## config.mk

```make
export PLATFORM = sky130hd
export DESIGN_NAME = seq1_arb
export DESIGN_NICKNAME = d
export VERILOG_FILES = /design/src/rtl/seq1_arb.sv
export SDC_FILE = /design/constraint.sdc
export NUM_CORES = 1
export LEC_CHECK = 0
export ABC_AREA = 0
export BUFFER_PORTS_ARGS = -buffer_cell sky130_fd_sc_hd__buf_2
export CORE_ASPECT_RATIO = 1.25
export CORE_MARGIN = 2
export CORE_UTILIZATION = 52
export CTS_BUF_LIST = sky130_fd_sc_hd__clkbuf_4 sky130_fd_sc_hd__clkbuf_8
export CTS_CLUSTER_SIZE = 28
export DETAILED_ROUTE_END_ITERATION = 8
export MAX_ROUTING_LAYER = met4
export PLACE_DENSITY = 0.86
export SKIP_LAST_GASP = 1
export SYNTH_ARGS = -nofsm -noshare
export SYNTH_HDL_FRONTEND = slang
export SYNTH_SLANG_ARGS = --single-unit
```

## constraint.sdc

```tcl
create_clock -name clk -period 3.8 [get_ports clk]
set_clock_uncertainty 0.1 [all_clocks]
set_input_delay 0.57 -clock clk [delete_from_list [all_inputs] [get_ports clk]]
set_output_delay 0.57 -clock clk [all_outputs]
set_load 0.02 [all_outputs]
```

## src/rtl/seq1_arb.sv

```systemverilog
// seq1_arb: round-robin arbiter that time-shares one seq1 datapath among
// NREQ requesters. The datapath wants I[2:0] one cycle before I[3], so the
// winning vector is split across two pipeline stages. The requester ID
// travels alongside so each result comes back tagged with its owner.
module seq1_arb #(
  parameter int NREQ = 4,
  parameter int IDW  = 2
) (
  input  logic              clk,
  input  logic              rst,
  input  logic              en,
  input  logic [NREQ-1:0]   req,
  input  logic [4*NREQ-1:0] vec,
  output logic [NREQ-1:0]   gnt,
  output logic [3:0]        dp_i,
  input  logic [2:0]        dp_s,
  output logic              res_vld,
  output logic [IDW-1:0]    res_id,
  output logic [2:0]        res_s
);

  // Unpacked view of the packed request vectors, one nibble per requester.
  logic [3:0] vec_arr [NREQ];

  genvar gi;
  generate
    for (gi = 0; gi < NREQ; gi++) begin : g_vec
      assign vec_arr[gi] = vec[4*gi +: 4];
    end
  endgenerate

  // Round-robin pointer: search for a winner starts here.
  logic [IDW-1:0] ptr_reg;
  logic [IDW-1:0] ptr_next;

  // Arbitration results for the current cycle.
  logic           grant_any;
  logic [IDW-1:0] win_id;
  logic [IDW:0]   cand;
  logic [3:0]     win_vec;

  // Pipeline state: A holds the whole vector, B only needs bit 3, C just
  // tracks ownership while the datapath computes.
  logic           a_vld_reg;
  logic [IDW-1:0] a_id_reg;
  logic [3:0]     a_vec_reg;
  logic           b_vld_reg;
  logic [IDW-1:0] b_id_reg;
  logic           b_bit3_reg;
  logic           c_vld_reg;
  logic [IDW-1:0] c_id_reg;
  logic           res_vld_reg;
  logic [IDW-1:0] res_id_reg;
  logic [2:0]     res_s_reg;

  // Scan requesters from ptr_reg upward with wrap; first set bit wins.
  always_comb begin
    grant_any = 1'b0;
    win_id    = '0;
    cand      = '0;
    for (int k = 0; k < NREQ; k++) begin
      cand = {1'b0, ptr_reg} + (IDW+1)'(k);
      if (cand >= (IDW+1)'(NREQ)) begin
        cand = cand - (IDW+1)'(NREQ);
      end
      if (!grant_any && req[cand[IDW-1:0]]) begin
        grant_any = 1'b1;
        win_id    = cand[IDW-1:0];
      end
    end
    // Enable and reset override any pending request.
    if (rst || !en) begin
      grant_any = 1'b0;
    end
  end

  // One-hot grant, winner's vector and the pointer value after this grant.
  always_comb begin
    gnt      = '0;
    win_vec  = vec_arr[win_id];
    ptr_next = ptr_reg;
    if (grant_any) begin
      gnt[win_id] = 1'b1;
      ptr_next    = (win_id == IDW'(NREQ-1)) ? '0 : win_id + IDW'(1);
    end
  end

  // Pointer advances only on cycles that actually grant.
  always_ff @(posedge clk) begin
    if (rst) begin
      ptr_reg <= '0;
    end else if (grant_any) begin
      ptr_reg <= ptr_next;
    end
  end

  // Skew pipeline; empty stages carry zeros so the datapath sees 0 inputs.
  always_ff @(posedge clk) begin
    if (rst) begin
      a_vld_reg  <= 1'b0;
      a_id_reg   <= '0;
      a_vec_reg  <= '0;
      b_vld_reg  <= 1'b0;
      b_id_reg   <= '0;
      b_bit3_reg <= 1'b0;
      c_vld_reg  <= 1'b0;
      c_id_reg   <= '0;
    end else begin
      a_vld_reg  <= grant_any;
      a_id_reg   <= win_id;
      a_vec_reg  <= grant_any ? win_vec : 4'b0000;
      b_vld_reg  <= a_vld_reg;
      b_id_reg   <= a_id_reg;
      b_bit3_reg <= a_vec_reg[3];
      c_vld_reg  <= b_vld_reg;
      c_id_reg   <= b_id_reg;
    end
  end

  // Capture the datapath result with its owner; hold tag/value when idle.
  always_ff @(posedge clk) begin
    if (rst) begin
      res_vld_reg <= 1'b0;
      res_id_reg  <= '0;
      res_s_reg   <= '0;
    end else begin
      res_vld_reg <= c_vld_reg;
      if (c_vld_reg) begin
        res_id_reg <= c_id_reg;
        res_s_reg  <= dp_s;
      end
    end
  end

  // I[3] comes from the older transaction in B, I[2:0] from the newer in A.
  assign dp_i    = {b_bit3_reg, a_vec_reg[2:0]};
  assign res_vld = res_vld_reg;
  assign res_id  = res_id_reg;
  assign res_s   = res_s_reg;

endmodule

```

# Word level (Yosys, flattened, before mapping)
# Index checks and enable logic that the tools add are counted.
# classes
addsub	8
n_lt_le_gt_ge	11
eq_ne	1
mux	28
bitwise	2
n_reduce_logical	10
# op_table
op	n
2-bit two-way mux	9
2-bit by 3-bit < comparator with 1-bit output, second input constant	5
3-bit >= comparator, second input constant	4
4-bit two-way mux	3
1-bit two-way mux	10
1-bit binary-select mux with 2-bit select	4
4-bit binary-select mux with 2-bit select	1
2-bit by 1-bit subtractor with 2-bit output, second input constant	4
2-bit by 2-bit adder with 3-bit output, second input constant	2
1-bit logical AND	4
1-bit logical NOT	4
2-bit by 1-bit adder with 3-bit output, second input constant	1
2-bit by 3-bit >= comparator with 1-bit output, second input constant	1
2-bit inverter with 3-bit output	1
2-bit by 1-bit adder with 2-bit output, second input constant	1
1-bit demux with 2-bit select	1
2-bit == test, second input constant	1
2-bit by 1-bit >= comparator with 1-bit output, second input constant	1
2-bit OR reduction	1
1-bit logical OR	1
1-bit inverter	1
# word_totals
regBits	22
in_bits	26
out_inout_bits	14
wordCells	72

# Logic depth before layout (Yosys ltp)
# Gate-level depths: netlist of run 1.
# depth
depth_word	19
ltp_mapped	7
ltp_nobuf	6

# Least setup slack after synthesis of run 1
# No wires, ideal clock.
# synth_path
path_kind	input-to-output
start	input port req[0]
end	output port gnt[0]
arrival_time_ns	1.556
t_required_ns	3.130
setup_slack_ns	1.574
stages	7
n_path_buf	1
path_cell_list	a21o_1 > a21oi_1 > o22a_1 > buf_6 > inv_2 > ha_1 > and2_1
# synth_between
elab_chain_cells	17
word_cells_on_any_way	29
classes_between	2 x order compare; 20 x mux; 7 x reduce/logical
# synth_lines
element	line_no	text
start, declared	12	input logic [NREQ-1:0] req,
1-bit binary-select mux with 2-bit select	66	if (!grant_any && req[cand[IDW-1:0]]) begin
1-bit two-way mux (implied by the code)	66	
1-bit two-way mux	66	
1-bit logical NOT	66	
1-bit logical AND	66	
1-bit two-way mux	66	
1-bit logical NOT	66	
1-bit logical AND	66	
[2 not listed]	--	
1-bit logical AND	66	
2-bit two-way mux *	66	
net win_id[1]	38	logic [IDW-1:0] win_id;
2-bit by 3-bit < comparator with 1-bit output (implied by the code) / 2-bit by 1-bit >= comparator with 1-bit output (equally long branches)	83	gnt[win_id] = 1'b1;
1-bit logical AND (implied by the code)	83	
1-bit two-way mux (implied by the code)	83	
1-bit demux with 2-bit select *	83	
4-bit two-way mux *	82	if (grant_any) begin
end, declared	14	output logic [NREQ-1:0] gnt,
# Mark *: on every way through the listed nets, which the timed path passes. The rest lies on a longest branch. The select of a mux whose other input is x is not followed.

# Worst setup path after layout of run 1
# layout_path
start	input port req[0]
end	output port gnt[0]
# layout_between
elab_chain_cells	17
word_cells_on_any_way	29
classes_between	2 x order compare; 20 x mux; 7 x reduce/logical
# layout_lines
element	line_no
1-bit binary-select mux with 2-bit select	66
1-bit two-way mux (implied by the code)	66
1-bit two-way mux	66
1-bit logical NOT	66
1-bit logical AND	66
1-bit two-way mux	66
1-bit logical NOT	66
1-bit logical AND	66
1-bit two-way mux	66
1-bit logical NOT	66
1-bit logical AND	66
2-bit two-way mux	66
2-bit by 3-bit < comparator with 1-bit output (implied by the code) / 2-bit by 1-bit >= comparator with 1-bit output (equally long branches)	83
1-bit logical AND (implied by the code)	83
1-bit two-way mux (implied by the code)	83
1-bit demux with 2-bit select	83
4-bit two-way mux *	82
# Every way passes the cells marked *; elsewhere a longest branch is shown, timed or not. The select of a mux whose other input is x is not followed.

==> results by group, run 1 <==
Logic synthesis
  • Asr flop ratio synth: 0
  • Avg Cell Area, Syn: 10.2 um^2
  • Most frequent cell after synthesis: dfxtp_1
  • Cells after Synth: 92
  • Number of synthesized flops with an enable pin: 0
  • Synth Net Count: 122
  • Dominant cells by area after synthesis: dfxtp_1 47%, mux2i_1 15%, nor2b_1 6.0%
  • Cell taking the most area after synthesis: dfxtp_1
  • Synth Flop Type: dfxtp_1
  • Top cells by count, synth: 22 x dfxtp_1, 14 x mux2i_1, 11 x nor2_1, 9 x nor2b_1
  • Count of different cell masters after synthesis: 24
  • Ys Warns: 0
  • Post-Synthesis Cell Area: 941 um^2
  • Seq/Total Area, Yosys: 0.468
  • Synth Register Bits: 22
  • Post-synth top area share: 0.468

STA
  • Hold Vio Cnt, Final: 0
  • Worst-margin pin slew: 0.520 ns
  • Final setup vio count: 0
  • RSZ-0062 raised after global routing: no
  • Period utilization: 0.727
  • Count of pins over their slew limit: 0
  • Setup tns final: 0 ns
  • FMAX: ~360 MHz
  • Final min period: between 2 and 3 ns
  • Worst slew margin: 0.653
  • Final worst slack: 1.04 ns

Layout
  • Antenna Cells: 0
  • Nets: 159
  • Max reg flops: 4
  • Fraction of layout cells with a size suffix above 1: 0.367
  • Area grow syn2layout: 23.7%

Place
  • Placed wire-length estimate: 1390 um
  • # port buffers: 39
  • Placement Setup Slack: between 1 and 1.5 ns
  • RePlAce Congestion: ~0.75

CTS
  • Worst-path clk slew: 0.12 ns
  • Post-CTS Setup Inserts: 0
  • CTS root buffer: clkbuf_4
  • CTS max path bufs: 2
  • TritonCTS clock tree: built
  • CTS Hold Buffers Added: 0
  • Cts repair resizes: 0
  • Sink Count: 22
  • CTS Buf Count: 3
  • Clock Latency Late Sink: 0.30 ns
  • H-tree Lvls: 1

Routing
  • # DRC: 0
  • Via count: 751
  • ANT nets after route: 0
  • DRT iter0 DRCs: 0
  • Post-DR wirelength/cell: between 10 and 15 um
  • Drt first pass iters: 1
  • Vias per cell: 5.11
  • Total wire length: 1660 um

Global route
  • Vias in the first global route: 746
  • GR Layer Usage met3: 0.0451
  • GR Util met1: 0.152
  • Initial antenna violation count: 0
  • GRT Max-Usage Layer: met2
  • Largest net degree at the start of global routing: 19
  • Gr usage total: 0.173
  • Total grt overflow: 0
  • First-pass GRT wire length: 2790 um
  • Grt met2 use: 0.352

Setup path
  • Crit path capture type: output pin
  • Worst Path Max Fanout: 11
  • Type of origin of the critical path: input port
  • CP Class: in2out
  • Critical Path AT: 2.09 ns
  • CP required: between 3 and 4 ns

Power
  • Peak VDD IR: 0.267 mV
  • Leak pwr: between 0.0005 and 0.0006 uW
  • PwrDens: 436 nW/um^2

Floorplan
  • Die W: 42.0 um
  • Die Height: 51.6 um
  • Row cnt: 17
  • Core box area: 1740 um^2
  • Ports: 40
  • Die Area: 2170 um^2
  • Starting density of the core: 0.539

Job
  • # Max-Cap Violations: 0

Hold path
  • Min-delay worst type: reg2reg

Status
  • Status: completed
==> routing by layer <==
| layer | vias up | share of wire |
|---|---|---|
| met5 | - | 0 |
| met4 | 0 | 0 |
| met3 | 0 | 0.061 |
| met2 | 29 | 0.57 |
| met1 | 343 | 0.37 |
| li1 | 379 | - |
==> worst max-delay path, cell delays in order <==
cell	delay (ns)
buf_2	0.12
a21o_1	0.17
a21oi_1	0.15
o22a_1	0.49
inv_2	0.11
ha_1	0.20
and2_1	0.13
buf_2	0.15
==> cells by family after synthesis <==
| group | count (synthesis) | share of synthesized area |
|---|---|---|
| adder cells (fa/ha/maj) | 4 | 0.0532 |
| multiplexers | 14 | 0.149 |
| AO/OA/AOI/OAI | 12 | 0.0997 |
| AND/OR/NAND/NOR | 29 | 0.162 |
| buffers and inverters | 11 | 0.0678 |
| flip-flops | 22 | 0.468 |
==> layout make-up <==
type	instances	area [um^2]
clock buffers	3	22.5
clock inverters	1	30.0
fillers	151	581
inverters	4	15.0
multi-input cells	59	437
flip-flops and latches	22	440
well taps	19	23.8
repair buffers	39	195
==> final timing paths <==
| kind | start | end | slack [ns] | cells past startpoint |
|---|---|---|---|---|
| hold / removal | a_vld_reg | b_vld_reg | 0.35 | 1 |
| setup / recovery | req[0] | gnt[0] | 1.04 | 8 |
| setup reg to reg | ptr_reg[0] | ptr_reg[1] | 1.91 | 6 |
| hold reg to reg | a_vld_reg | b_vld_reg | 0.35 | 1 |
==> stage by stage <==
step | power (uW) | hold slack (ns) | util | instances | instance area, um^2
final | 508 | 0.352 | 0.667 | 147 | 1160
after global routing | 533 | 0.366 | 0.667 | 147 | 1160
after CTS | 514 | 0.361 | 0.667 | 147 | 1160
after detailed placement | 342 | 0.333 | 0.637 | 143 | 1110
after global placement | 337 | 0.316 | 0.637 | 143 | 1110
after floorplan | 317 | 0.314 | - | 92 | 941
==> layout by cell type (no fill, tap or decap), drive strengths merged <==
| master | Yosys | layout |
|---|---|---|
| and2 | 4 | 4 |
| nor2 | 11 | 11 |
| and2b | 1 | 1 |
| a21oi | 2 | 2 |
| inv | 3 | 3 |
| a21o | 1 | 1 |
| dfxtp | 22 | 22 |
| o21ai | 1 | 1 |
| buf | 5 | 39 |
| o41ai | 1 | 1 |
| ha | 4 | 4 |
| bufinv | 0 | 1 |
| clkinv | 1 | 1 |
| mux2i | 14 | 14 |
| o22ai | 4 | 4 |
| nor3 | 2 | 2 |
| clkbuf | 2 | 3 |
| nand2 | 2 | 2 |
| nor2b | 9 | 9 |
| o221a | 1 | 1 |
| o22a | 2 | 2 |
==> where the power goes <==
part           switching (uW)  internal (uW)  total [uW]  leakage [uW]
registers                5.62            243         249      0.000180
clock network            66.8            107         173     0.0000279
logic                    46.0           39.6        85.6      0.000362
total                     118            389         508      0.000570
Note: power is estimated with default switching activity, not from simulation.
==> run 2, diff against run 1 <==
- ABC_AREA: 0 -> 1
- CORE_UTILIZATION: 52 -> 47
- PLACE_DENSITY: 0.86 -> 0.77
- clock period: 3.8 -> 2.2 ns (I/O delays scaled with it)
==> results by group, run 2 <==
Global route
  • Initial antenna violation count: 0 (unchanged)
  • Total grt overflow: 0 (unchanged)
  • Vias in the first global route: 1177 (was 746)
  • Largest net degree at the start of global routing: 14 (was 19)
  • Gr usage total: 0.209 (was 0.173)
  • First-pass GRT wire length: 4860 um (was 2790 um)

STA
  • RSZ-0062 raised after global routing: yes (was no)
  • Final worst slack: -0.324 ns (was 1.04 ns)
  • Count of pins over their slew limit: 0 (unchanged)
  • Final min period: around 2.5 ns
  • Hold Vio Cnt, Final: 0 (unchanged)
  • Final setup vio count: 4 (was 0)
  • Worst-margin pin slew: 0.249 ns (was 0.520 ns)
  • FMAX: 396 MHz
  • Worst slew margin: 0.832 (was 0.653)
  • Period utilization: 1.15

Layout
  • Area grow syn2layout: 45.4% (was 23.7%)
  • Fraction of layout cells with a size suffix above 1: 0.467 (was 0.367)
  • Final Cell Area: 1840 um^2 (was 1160 um^2)
  • Most frequent cells in the layout: 37 x nand2_1, 35 x buf_2, 24 x inv_1 (was 39 x buf_2, 22 x dfxtp_1, 14 x mux2i_1)
  • Antenna Cells: 0 (unchanged)
  • Final Non-Filler Cells: 276 (was 147)
  • Most common cell after layout, fill and taps aside: nand2_1 (was buf_2)
  • Nets: 273 (was 159)
  • Max reg flops: 4 (unchanged)

Setup path
  • Worst R2R Path Depth: 12 (was 6)
  • Crit path capture type: output pin (unchanged)
  • CP required: 1.77 ns (was 3.13 ns)
  • CP Class: reg2out (was in2out)
  • Worst Path Max Fanout: 6 (was 11)
  • Type of origin of the critical path: register (was input port)
  • Critical Path AT: 2.09 ns (about the same)

CTS
  • CTS Buf Count: 3 (unchanged)
  • Sink Count: 22 (unchanged)
  • H-tree Lvls: 1 (unchanged)
  • Worst-path clk slew: 0.12 ns (about the same)
  • CTS max path bufs: 2 (unchanged)
  • Clock Latency Late Sink: 0.30 ns (about the same)
  • TritonCTS clock tree: built (unchanged)
  • CTS root buffer: clkbuf_4 (unchanged)

Routing
  • DRT iter0 DRCs: 31 (was 0)
  • Post-DR wirelength/cell: 11.1 um (was 11.3 um)
  • Vias per cell: 4.74 (was 5.11)
  • # DRC: 0 (unchanged)
  • Total wire length: 3070 um (was 1660 um)
  • Via count: 1309 (was 751)
  • Drt first pass iters: 4 (was 1)
  • ANT nets after route: 0 (unchanged)

Floorplan
  • Ports: 40 (unchanged)
  • Die Area: 3120 um^2 (was 2170 um^2)
  • Die W: 50.4 um (was 42.0 um)
  • Die Height: 62.0 um (was 51.6 um)
  • Row cnt: 21 (was 17)
  • Core box area: 2630 um^2 (was 1740 um^2)
  • Starting density of the core: 0.481 (was 0.539)

Logic synthesis
  • Synth Net Count: 219 (was 122)
  • Synth Flop Type: dfxtp_1 (unchanged)
  • Seq/Total Area, Yosys: 0.349 (was 0.468)
  • Asr flop ratio synth: 0 (unchanged)
  • Dominant cells by area after synthesis: dfxtp_1 35%, nand2_1 14%, inv_1 8.6% (was dfxtp_1 47%, mux2i_1 15%, nor2b_1 6.0%)
  • Synth Register Bits: 22 (unchanged)
  • Cells after Synth: 189 (was 92)
  • Post-Synthesis Cell Area: 1260 um^2 (was 941 um^2)
  • Post-synth top area share: 0.349 (was 0.468)
  • Avg Cell Area, Syn: 6.69 um^2 (was 10.2 um^2)
  • Count of different cell masters after synthesis: 21 (was 24)
  • Number of synthesized flops with an enable pin: 0 (unchanged)
  • Ys Warns: 0 (unchanged)
  • Most frequent cell after synthesis: nand2_1 (was dfxtp_1)
  • Top cells by count, synth: 47 x nand2_1, 29 x inv_1, 25 x nor2_1, 22 x dfxtp_1, 18 x nand3_1 (was 22 x dfxtp_1, 14 x mux2i_1, 11 x nor2_1, 9 x nor2b_1)
  • Cell taking the most area after synthesis: dfxtp_1 (unchanged)

Power
  • PwrDens: 1110 nW/um^2 (was 436 nW/um^2)
  • Peak VDD IR: 0.648 mV (was 0.267 mV)
  • Leak pwr: 0.000980 uW (was 0.000570 uW)

Place
  • RePlAce Congestion: 0.847 (was 0.750)
  • # port buffers: 39 (unchanged)
  • Placement Setup Slack: 0.0705 ns (was 1.02 ns)
  • # placed instances: 262 (was 143)
  • Dpl cell area: 1510 um^2 (was 1110 um^2)
  • Placed wire-length estimate: 2050 um (was 1390 um)

Hold path
  • Worst Hold Depth: 3 (was 1)
  • Min-delay worst type: in2reg (was reg2reg)

Status
  • Status: finished with violations (was completed)
  • Failing checks: setup timing

Job
  • # Max-Cap Violations: 0 (unchanged)
## run 2: logic make-up (layout without fill, tap and decap cells)
logic type / after synthesis / in the layout / share of synthesized area
simple gates: 108 / 108 / 0.400
fa+ha+maj: 4 / 4 / 0.0396
buf+inv: 41 / 94 / 0.146
compound gates: 14 / 14 / 0.0663
flops: 22 / 22 / 0.349
## run 2: worst paths after layout
check,startpoint,end,slack (ns)
setup / recovery,ptr_reg[0],gnt[2],-0.32
hold / removal,dp_s[0],res_s[0],0.15
setup reg to reg,ptr_reg[0],ptr_reg[1],0.09
hold reg to reg,b_id_reg[1],c_id_reg[1],0.31
## run 2: layer usage
| layer | track usage | share of wire | up-vias |
|---|---|---|---|
| li1 | - | - | 678 |
| met1 | 0.218 | 0.39 | 593 |
| met4 | 0.0849 | 0.0075 | 0 |
| met2 | 0.415 | 0.57 | 34 |
| met3 | 0.00957 | 0.030 | 4 |
| met5 | - | 0 | - |
## run 2: what timing repair did
action,4_1_cts,5_1_grt
buffers inserted,7,5
resized for setup,34,23
setup endpoints to repair,4,8
cloned,0,0
hold buffers,0,0
pin swaps,16,11
## run 2: area by class of cell
cell class / instances / area [um^2]
multi-input combinational: 126 / 793
clock buffer: 3 / 22.5
clock inverter: 1 / 30.0
tap: 34 / 42.5
inverter: 34 / 140
timing repair buffer: 56 / 364
sequential: 22 / 445
fill: 210 / 790
## run 2: per-stage QoR
stage | hold slack, ns | utilization | power [uW] | setup TNS, ns
finish | 0.147 | 0.700 | 2040 | -1.20
floorplan | 0.288 | - | 1140 | 0
CTS | 0.138 | 0.657 | 1850 | -0.993
global route | 0.158 | 0.700 | 2190 | -1.71
detailed placement | 0.296 | 0.575 | 1350 | 0
global placement | 0.290 | 0.575 | 1340 | 0
## run 2: power breakdown
part / internal [uW] / leakage, uW / total [uW] / switching (uW)
logic: 505 / 0.000771 / 1250 / 745
registers: 464 / 0.000181 / 490 / 26.2
clock network: 184 / 0.0000279 / 299 / 115
## run 2: critical path, cell delays in order, from the launching register on
cell and delay, ns:
dfxtp_4 0.39, buf_12 0.12, buf_8 0.11, nand2_4 0.06
nand3_4 0.07, nand2_4 0.06, nor2_4 0.17, nand4_1 0.17
nand2_4 0.18, inv_6 0.06, ha_4 0.15, inv_2 0.04
nor2_1 0.04, buf_4 0.15
==> run 3, diff against run 2 <==
- CTS_BUF_LIST: sky130_fd_sc_hd__clkbuf_4 sky130_fd_sc_hd__clkbuf_8 -> sky130_fd_sc_hd__clkbuf_8
==> results by group, run 3 (synthesized netlist as in run 2, its figures left out) <==
Status
  • Status: finished with violations (unchanged)
  • Failing checks: setup timing (unchanged)

Global route
  • Gr usage total: 0.216 (was 0.209)
  • First-pass GRT wire length: 4890 um (was 4860 um)
  • Initial antenna violation count: 0 (unchanged)
  • Largest net degree at the start of global routing: 14 (unchanged)
  • Vias in the first global route: 1179 (was 1177)
  • Total grt overflow: 0 (unchanged)

Routing
  • Vias per cell: 4.79 (was 4.74)
  • DRT iter0 DRCs: 37 (was 31)
  • Drt first pass iters: 4 (unchanged)
  • Total wire length: 3190 um (was 3070 um)
  • # DRC: 0 (unchanged)
  • Post-DR wirelength/cell: 11.5 um (was 11.1 um)
  • ANT nets after route: 0 (unchanged)
  • Via count: 1327 (was 1309)

Floorplan
  • Ports: 40 (unchanged)
  • Row cnt: 21 (unchanged)
  • Die Height: 62.0 um (unchanged)
  • Die Area: 3120 um^2 (unchanged)
  • Starting density of the core: 0.481 (unchanged)
  • Core box area: 2630 um^2 (unchanged)
  • Die W: 50.4 um (unchanged)

Layout
  • Number of fill cells: 211 (was 210)
  • Fraction of layout cells with a size suffix above 1: 0.461 (was 0.467)
  • Most common cell after layout, fill and taps aside: nand2_1 (unchanged)
  • Antenna Cells: 0 (unchanged)
  • Nets: 274 (was 273)
  • Area grow syn2layout: 47.1% (was 45.4%)
  • Max reg flops: 4 (unchanged)
  • Most frequent cells in the layout: 39 x nand2_1, 35 x buf_2, 24 x inv_1 (was 37 x nand2_1, 35 x buf_2, 24 x inv_1)

Setup path
  • Critical Path AT: 2.05 ns (was 2.09 ns)
  • Reg2reg end: a_vec_reg[3] (was ptr_reg[1])
  • Type of origin of the critical path: register (unchanged)
  • Crit-path slowest cell: dfxtp_4 (unchanged)
  • Reg2reg start: ptr_reg[0] (unchanged)
  • CP required: 1.77 ns (about the same)
  • CP most frequent cell: nand2_4 (unchanged)
  • Setup crit end: gnt[2] (unchanged)
  • Worst R2R Path Depth: 14 (was 12)
  • CP peak stage delay: 0.38 ns (was 0.39 ns)
  • Worst Path Buf+Inv: 5 (unchanged)
  • CP Class: reg2out (unchanged)
  • R2R Setup Slk: 0.08 ns (was 0.09 ns)
  • Crit path capture type: output pin (unchanged)
  • Worst Path Max Fanout: 6 (unchanged)
  • Crit path from: ptr_reg[0] (unchanged)
  • Crit-path cells: buf_12 -> buf_8 -> nand2_4 -> nand3_4 -> nand2_4 -> nor2_4 -> nand4_1 -> nand2_4 -> inv_6 -> ha_4 -> inv_2 -> nor2_1 -> buf_4 (unchanged)
  • Top delay family on crit path: simple AND/OR/NAND/NOR gates (unchanged)
  • Critical path depth in cells: 13 (unchanged)

CTS
  • CTS root buffer: clkbuf_8 (was clkbuf_4)
  • CTS Buf Count: 3 (unchanged)
  • Sink Count: 22 (unchanged)
  • TritonCTS clock tree: built (unchanged)
  • CTS max path bufs: 2 (unchanged)
  • CTS Hold Buffers Added: 0 (unchanged)
  • H-tree Lvls: 1 (unchanged)
  • Worst-path clk slew: 0.08 ns (was 0.12 ns)
  • Clock Latency Late Sink: 0.27 ns (was 0.30 ns)

Power
  • PwrDens: 1150 nW/um^2 (was 1110 nW/um^2)
  • Peak VDD IR: 0.646 mV (was 0.648 mV)
  • Leak pwr: 0.000991 uW (was 0.000980 uW)

STA
  • Worst-margin pin slew: 0.249 ns (about the same)
  • FMAX: 403 MHz (was 396 MHz)
  • Final worst slack: -0.280 ns (was -0.324 ns)
  • Final setup vio count: 4 (unchanged)
  • Period utilization: 1.13 (was 1.15)
  • Hold Vio Cnt, Final: 0 (unchanged)
  • RSZ-0062 raised after global routing: yes (unchanged)
  • Hold_ws: 0.184 ns (was 0.147 ns)
  • Worst slew margin: 0.832 (about the same)
  • Final min period: 2.48 ns (was 2.52 ns)
  • Setup tns final: -1.03 ns (was -1.20 ns)
  • Count of pins over their slew limit: 0 (unchanged)

Place
  • Placement Setup Slack: 0.0705 ns (unchanged)
  • # port buffers: 39 (unchanged)
  • RePlAce Congestion: 0.847 (unchanged)
  • Placed wire-length estimate: 2050 um (unchanged)

Hold path
  • Min-delay worst type: in2reg (unchanged)

Job
  • # Max-Cap Violations: 0 (unchanged)
-- run 3: metal layers --
metal | global-route usage | routed length, um
met2 | 0.423 | 1770
met5 | - | 0
met1 | 0.217 | 1240
met3 | 0.0167 | 115
met4 | 0.112 | 61
-- run 3: final cells by class --
cell class,count,area [um^2],share of cell area
well taps,34,42.5,0.0229
multi-input cells,126,788,0.424
flip-flops and latches,22,445,0.240
inverters,34,140,0.0754
clock inverters,1,30.0,0.0162
repair buffers,57,372,0.200
clock buffers,3,41.3,0.0222
-- run 3: repair_timing --
action                                  in CTS  in global routing
setup buffers                                7                  5
gates resized for setup                     34                 21
pin swaps                                   16                 11
endpoints found under the setup margin       4                  6
-- run 3: metrics by stage --
| step | std cells | power [uW] | area [um^2] | util |
|---|---|---|---|---|
| after detailed placement | 262 | 1350 | 1510 | 0.575 |
| after global placement | 262 | 1340 | 1510 | 0.575 |
| final | 277 | 2130 | 1860 | 0.708 |
| after floorplan | 189 | 1140 | 1260 | - |
| after CTS | 273 | 1920 | 1750 | 0.664 |
| after global routing | 277 | 2270 | 1860 | 0.708 |
-- run 3: worst min-delay path: stages --
cell	delay, ns
buf_2	0.07
nor2_1	0.03
nor2_1	0.08
-- run 3: worst min path at each step --
stage,startpoint,end,slack (ns),depth (start not counted)
6_report,dp_s[0],res_s[0],0.18,3
4_1_cts,dp_s[0],res_s[0],0.19,3
3_3_place_gp,a_id_reg[0],b_id_reg[0],0.29,2
3_5_place_dp,b_id_reg[1],c_id_reg[1],0.30,2
5_1_grt,dp_s[0],res_s[0],0.21,3
2_1_floorplan,a_vec_reg[3],b_bit3_reg,0.29,2
-- run 3: power by group --
group	total (uW)	leakage [uW]	internal (uW)	switching, uW
Sequential	490	0.000181	464	26.5
Combinational	1270	0.000775	516	749
Clock	374	0.0000357	243	131
